$ cat config.mk
export PLATFORM = sky130hd
export DESIGN_NAME = reg_file_mp
export DESIGN_NICKNAME = d
export VERILOG_FILES = /design/src/rtl/reg_file_pkg.sv /design/src/rtl/reg_file_mp_scoreboard.sv /design/src/rtl/reg_file_mp.sv
export SDC_FILE = /design/constraint.sdc
export NUM_CORES = 2
export LEC_CHECK = 0
export BUFFER_PORTS_ARGS = -buffer_cell sky130_fd_sc_hd__buf_4
export CAP_MARGIN = 30
export CORE_MARGIN = 3
export CORE_UTILIZATION = 66
export DETAILED_ROUTE_END_ITERATION = 16
export PLACE_DENSITY = 0.95
export SETUP_SLACK_MARGIN = 0.15
export SLEW_MARGIN = 20
export SYNTH_ARGS = -nofsm -noshare
export SYNTH_HDL_FRONTEND = slang
export SYNTH_HIERARCHICAL = 1
export SYNTH_SLANG_ARGS = --single-unit
$ cat constraint.sdc
create_clock -name clk -period 4.2 [get_ports clk]
set_clock_uncertainty 0.05 [all_clocks]
set_input_delay 0.84 -clock clk [delete_from_list [all_inputs] [get_ports clk]]
set_output_delay 0.84 -clock clk [all_outputs]
set_load 0.02 [all_outputs]
$ cat src/rtl/reg_file_pkg.sv
// reg_file_pkg: shared defaults, types and the write-port priority helper used by reg_file_mp
package reg_file_pkg;
    localparam int XLEN_DEF = 32;
    localparam int NREGS_DEF = 32;
    localparam int AW_DEF = $clog2(NREGS_DEF);
    localparam int MAX_WR = 4;
    localparam int MAX_AW = 8;
    typedef logic [AW_DEF-1:0] reg_addr_t;
    typedef logic [XLEN_DEF-1:0] xdata_t;
    typedef struct packed {
        logic       hit;
        logic [1:0] idx;
    } win_t;
    function automatic win_t win_port(
        input logic [MAX_WR-1:0]        wen,
        input logic [MAX_WR*MAX_AW-1:0] waddr,
        input logic [MAX_AW-1:0]        addr
    );
        win_port = '0;
        for (int p = 0; p < MAX_WR; p++)
            if (wen[p] && waddr[p*MAX_AW +: MAX_AW] == addr) begin
                win_port.hit = 1'b1;
                win_port.idx = 2'(p);
            end
    endfunction
endpackage

$ cat src/rtl/reg_file_mp_scoreboard.sv
// reg_scoreboard: per-register busy bits (reserve sets, write clears, reserve wins); busy_vec out
module reg_scoreboard
    import reg_file_pkg::*;
#(
    parameter int NREGS = NREGS_DEF,
    localparam int AW = $clog2(NREGS)
) (
    input  logic             clk,
    input  logic             rst_n,
    input  logic             rsv_en,
    input  logic [AW-1:0]    rsv_addr,
    input  logic [NREGS-1:0] wr_hit,
    output logic [NREGS-1:0] busy_vec
);
    logic [NREGS-1:0] set;
    always_comb begin
        set = '0;
        set[rsv_addr] = rsv_en;
    end
    always_ff @(posedge clk)
        if (!rst_n) busy_vec <= '0;
        else busy_vec <= set | (busy_vec & ~wr_hit);
endmodule

$ cat src/rtl/reg_file_mp.sv
// reg_file_mp: multi-port register file with busy scoreboard and bypass; raddr/rdata/rbusy read, wen/waddr/wdata write, rsv_en/rsv_addr reserve, busy_vec
module reg_file_mp
    import reg_file_pkg::*;
#(
    parameter int XLEN = XLEN_DEF,
    parameter int NREGS = NREGS_DEF,
    parameter int NRD = 2,
    parameter int NWR = 2,
    parameter int ZERO_REG = 1,
    parameter int BYPASS = 1,
    localparam int AW = $clog2(NREGS)
) (
    input  logic                clk,
    input  logic                rst_n,
    input  logic [NRD*AW-1:0]   raddr,
    output logic [NRD*XLEN-1:0] rdata,
    output logic [NRD-1:0]      rbusy,
    input  logic [NWR-1:0]      wen,
    input  logic [NWR*AW-1:0]   waddr,
    input  logic [NWR*XLEN-1:0] wdata,
    input  logic                rsv_en,
    input  logic [AW-1:0]       rsv_addr,
    output logic [NREGS-1:0]    busy_vec
);
    logic [MAX_WR-1:0]        wen_pad;
    logic [MAX_WR*MAX_AW-1:0] waddr_pad;
    logic [XLEN-1:0]          wdata_pad [MAX_WR];
    logic [XLEN-1:0]          regs [NREGS];
    logic [NREGS-1:0]         wr_hit;
    logic                     rsv_ok;
    always_comb begin
        wen_pad = '0;
        waddr_pad = '0;
        for (int p = 0; p < MAX_WR; p++) wdata_pad[p] = '0;
        for (int p = 0; p < NWR; p++) begin
            wen_pad[p] = wen[p] && !(ZERO_REG != 0 && waddr[p*AW +: AW] == '0);
            waddr_pad[p*MAX_AW +: MAX_AW] = MAX_AW'(waddr[p*AW +: AW]);
            wdata_pad[p] = wdata[p*XLEN +: XLEN];
        end
    end
    assign rsv_ok = rsv_en && !(ZERO_REG != 0 && rsv_addr == '0);
    for (genvar i = 0; i < NREGS; i++) begin : g_reg
        win_t            w;
        logic [XLEN-1:0] q;
        assign w = win_port(wen_pad, waddr_pad, MAX_AW'(i));
        assign wr_hit[i] = w.hit;
        assign regs[i] = q;
        always_ff @(posedge clk)
            if (!rst_n) q <= '0;
            else if (w.hit) q <= wdata_pad[w.idx];
    end
    for (genvar r = 0; r < NRD; r++) begin : g_rd
        logic [AW-1:0] ra;
        win_t          w;
        logic          zero;
        logic          byp;
        assign ra = raddr[r*AW +: AW];
        assign w = win_port(wen_pad, waddr_pad, MAX_AW'(ra));
        assign zero = ZERO_REG != 0 && ra == '0;
        assign byp = BYPASS != 0 && w.hit;
        assign rdata[r*XLEN +: XLEN] = zero ? '0 : byp ? wdata_pad[w.idx] : regs[ra];
        assign rbusy[r] = !zero && !(byp && !(rsv_ok && rsv_addr == ra)) && busy_vec[ra];
    end
    reg_scoreboard #(.NREGS(NREGS)) u_sb (
        .clk      (clk),
        .rst_n    (rst_n),
        .rsv_en   (rsv_ok),
        .rsv_addr (rsv_addr),
        .wr_hit   (wr_hit),
        .busy_vec (busy_vec)
    );
endmodule

==> results of run 1 <==
-- cell families after synthesis --
family                    after synthesis  share of synthesized area, %
AOI/OAI and AO/OA                    1593                         19.59
xor gates and xnor gates               30                        0.4017
buffers and inverters                1091                         7.041
DFF                                  1056                         32.32
muxes                                 976                         22.44
other                                   1                      0.005733
and+or+nand+nor                      2795                         18.21
-- stage by stage --
| step | setup slack [ns] | util (%) | cells | instance area [um^2] |
|---|---|---|---|---|
| global placement | -0.6718 | 70.08 | 8295 | 68270 |
| CTS | 0.01621 | 74.90 | 8511 | 72970 |
| detailed placement | -0.5526 | 70.09 | 8298 | 68290 |
| floorplan | 0.1765 | - | 7542 | 65420 |
-- routing by layer --
metal  global-route usage (%)  GRT overflow
met5                    65.37            12
met2                    89.65           240
met4                    70.16           181
met1                    76.89            90
met3                    76.11           106
-- synthesized netlist by cell type, types with 5 or more instances --
master	n
a2111oi_0	31
a211oi_1	351
a21oi_1	5
a22o_1	124
a22oi_1	32
a311oi_1	673
a311oi_2	30
and2_1	37
and3_1	5
buf_1	123
buf_2	255
buf_4	41
clkbuf_1	653
dfxtp_1	1056
inv_1	11
mux2_2	222
mux2i_1	384
mux4_2	370
nand2_1	953
nand3_1	463
nand3b_1	40
nor2_1	1041
nor2b_1	45
nor3_1	127
nor3b_1	5
nor4_1	36
o211a_1	34
o21ai_0	154
o21ai_1	14
o21bai_1	5
o221ai_1	31
o22ai_1	94
or4_1	5
xnor2_1	20
xor2_1	10
-- what timing repair did --
action                                  in CTS
buffers inserted                            14
endpoints found under the hold margin        0
pin swaps                                   14
gates resized for setup                    114
endpoints found under the setup margin      35
gates cloned                                10
==> results.yml, run 1 <==
run_status:
  status: "aborted with a tool error"
  stop_stage: "5_1_grt"
  error_line: "[ERROR GRT-0116] Global routing finished with congestion. Check the congestion regions in the DRC Viewer."
clocking:
  cts_root_buffer: "clkbuf_16"
  numCtsBuffers: 105
  cts.sinks: 1056
  cts_max_level: 3
  postCtsHoldBufs: 0
  cts.path.max_buffers: 3
floorplan:
  die_y_um: 320.8
  initial_utilization_pct: 67.15
  die-width_um: 320.8
  rows: 114
  num_io_pins: 192
synth:
  ys_warn_count: 6
  synth.cell_area_mm2: 0.06542
  synth_top_area_share_pct: 32.32
  synth_edf_count: 0
  yosys-top-cells-area: "dfxtp_1, mux4_2, a311oi_1"
  synth_nets: 7636
  synth-seq-cells: 1056
  synth_largest_area_cell: "dfxtp_1"
  synthDistinctLibCells: 68
  synth_ff_type: "dfxtp_1"
  synthCells: 7542
  seq_area_frac_synth_pct: 32.32
  synthArstFlopShare_pct: 0
  syn_area_per_cell_um2: 8.673
placement:
  gp_congestion: 1.050
  hpwlAfterDp_um: 161300
  portBuffers: 191
global_route:
  gr-total-overflow: 629
  grt_pass1_wl_um: 615500
  grt_pass1_vias: 90630
  grt_max_degree: 114
  grtUsageTotal_pct: 79.11
==> run 2: changes to the inputs <==
--- a/config.mk
+++ b/config.mk
@@ -8,10 +8,9 @@
 export BUFFER_PORTS_ARGS = -buffer_cell sky130_fd_sc_hd__buf_4
 export CAP_MARGIN = 30
 export CORE_MARGIN = 3
-export CORE_UTILIZATION = 66
+export CORE_UTILIZATION = 40
 export DETAILED_ROUTE_END_ITERATION = 16
-export PLACE_DENSITY = 0.95
-export SETUP_SLACK_MARGIN = 0.15
+export PLACE_DENSITY_LB_ADDON = 0.15
 export SLEW_MARGIN = 20
 export SYNTH_ARGS = -nofsm -noshare
 export SYNTH_HDL_FRONTEND = slang
==> results.yml, run 2 <==
global_route:
  grt_pass1_wl_um: 445000
  busiest_layer: "met2"
  grt_pass1_vias: 62120
  grtUsageTotal_pct: 35.34
  gr-usage-met1_pct: 46.61
  gr-usage-met2_pct: 52.37
  grt_use_met3_pct: 10.07
  gr-total-overflow: 0
  grt_max_degree: 99
  grt_antenna_before_repair: 15
timing:
  min_period_ns: 4.246
  hold_viol_final: 0
  worst_pin_slew_ns: 1.085
  relSlewSlack_pct: 27.69
  fmax_mhz: 235.5
  setup_viol: 6
  setup_tns_ns: -0.1243
  setup_ws_ns: -0.04559
  period_share_pct: 101.1
  final-max-slew-violation-count: 0
  rsz0062_at_grt: "yes"
floorplan:
  core_mm2: 0.1615
  die_y_um: 410.4
  initial_utilization_pct: 40.51
  num_io_pins: 192
  rows: 147
  dieArea_mm2: 0.1684
  die-width_um: 410.4
setup_path:
  critPathKind: "primary input to primary output"
  critPathCaptureType: "primary output"
  r2r_end: "g_reg[21].q[22]"
  r2r_start: "g_reg[21].q[22]"
  worstPathMaxFanout: 24
  ff2ff_path_depth: 2
  arrival_ns: 3.36
  worstPathRequired_ns: 3.31
  cp-start-kind: "primary input"
  r2r_setup_slack_ns: 3.27
clocking:
  numCtsBuffers: 121
  cts.sinks: 1056
  cts_root_buffer: "clkbuf_16"
  cts_max_level: 3
  path_clk_slew_ns: 0.06
  cts_tree: "built"
  cts.path.max_buffers: 3
  clkLatencyLatePin_ns: 0.74
drt:
  vias_per_cell: 6.894
  drt-initial-drc-count: 9102
  wire_per_inst_um: 32.48
  ant_nets: 0
  drt-pass1-iter-count: 8
  drc_errors: 0
  wirelength_um: 310100
  vias: 65820
power:
  p_int_mw: 18.02
  combPwrFrac_pct: 15.2
  p_sw_share_pct: 29.12
  leakage_nw: 26.57
  clkPwrFrac_pct: 43.9
  switching_power_mw: 7.404
  vdd_drop_max_uv: 322.1
  power_mw: 25.43
  p_per_area_mw_per_mm2: 337.2
  seq_power_share_pct: 40.9
synth:
  ys_warn_count: 6
  netlist_top_cells_count: "dfxtp_1, nor2_1, nand2_1, a311oi_1, clkbuf_1"
  synth_top_area_share_pct: 32.32
  synth_edf_count: 0
  synthCells: 7542
  seq_area_frac_synth_pct: 32.32
  synth_largest_area_cell: "dfxtp_1"
  synth_ff_type: "dfxtp_1"
  synthDistinctLibCells: 68
  syn_area_per_cell_um2: 8.673
  yosys-top-cells-area: "dfxtp_1, mux4_2, a311oi_1"
  synth.cell_area_mm2: 0.06542
  synth_most_common_cell: "dfxtp_1"
  synthArstFlopShare_pct: 0
  synth-seq-cells: 1056
  synth_nets: 7636
final_layout:
  drive_gt1_share_pct: 22.46
  layout_common_cells: "dfxtp_1, nor2_1, nand2_1, a311oi_1, buf_4"
  fin_area_mm2: 0.07541
  top_regs: "g.q (1024), u_sb/busy_vec (32)"
  top_register: "g.q"
  largest_reg_flops: 1024
  fillCellCount: 15300
  area_growth_pct: 15.29
  final_cells: 9548
  fin_nets: 7378
  utilization_pct: 46.70
  final_common_cell: "dfxtp_1"
placement:
  hpwlAfterDp_um: 188000
  portBuffers: 191
  placed_area_mm2: 0.07075
  numPlacedInstances: 9306
  gp_congestion: 0.9167
min_path:
  worstHoldPathType: "primary input to register"
  worstHoldEndpoint: "g_reg[22].q[10]"
  hold_path_depth: 3
  hold_path_startpoint: "wdata[10]"
run_status:
  violations: "negative setup slack"
  status: "finished, violations left"
job:
  cap_violations: 0
-- run 2: layout make-up --
type	count	area, um^2	area share (%)
inverter	13	56.30	0.07466
clock buffer	176	3556	4.715
timing repair buffer	697	6805	9.024
sequential	1056	21140	28.03
antenna	9	22.52	0.02986
clock inverter	42	488.0	0.6470
tap	2160	2703	3.584
multi-input combinational	5395	40640	53.89
-- run 2: worst max-delay path by stage --
stage               startpoint        end  slack, ns
finish                waddr[4]  rdata[18]      -0.05
global route          raddr[0]  rdata[18]      -0.05
CTS                   waddr[9]  rdata[55]      -0.04
detailed placement    waddr[9]  rdata[10]      -0.57
global placement      waddr[9]  rdata[31]      -0.96
floorplan             waddr[4]  rdata[10]       0.18
-- run 2: logic make-up after synthesis --
| kind of cell | after synthesis | share of synthesized area, % |
|---|---|---|
| mux | 976 | 22.44 |
| simple gates | 2795 | 18.21 |
| flops | 1056 | 32.32 |
| xor+xnor | 30 | 0.4017 |
| other cells | 1 | 0.005733 |
| buf+inv | 1091 | 7.041 |
| compound gates | 1593 | 19.59 |
-- run 2: worst max-delay path, cell delays in order --
cell       delay [ns]
buf_4            0.15
or3_4            0.43
o31ai_4          0.24
buf_4            0.16
nor4_4           0.05
buf_12           0.18
nor4_4           0.72
a2111oi_4        0.19
buf_4            0.18
buf_4            0.15
-- run 2: metal layers --
layer | wire, um | share of wire, %
met1 | 121000 | 39
met2 | 132000 | 43
met3 | 39510 | 13
met4 | 17580 | 5.7
met5 | 13 | 0.0042
-- run 2: power groups by stage --
stage | sequential, mW | clock [mW] | combinational [mW]
after floorplan | 10.6 | 0 | 2.12
final | 10.4 | 11.2 | 3.86
after detailed placement | 10.6 | 0 | 3.67
after global placement | 10.6 | 0 | 3.62
after global routing | 10.4 | 11.6 | 3.98
after CTS | 10.4 | 11.2 | 3.70
-- run 2: per-stage QoR --
step	worst slack, ns	hold slack, ns
global route	-0.04821	0.4137
global placement	-0.9614	0.4086
CTS	-0.03655	0.3486
detailed placement	-0.5743	0.4154
floorplan	0.1765	0.3931
finish	-0.04559	0.3967
-- run 2: repair_timing --
action | in CTS | in global routing
hold buffers | 0 | 0
pin swaps | 4 | 10
gates cloned | 0 | 3
resized for setup | 36 | 42
setup endpoints to repair | 31 | 31
buffers inserted | 0 | 11
(Power assumes the default switching activity.)
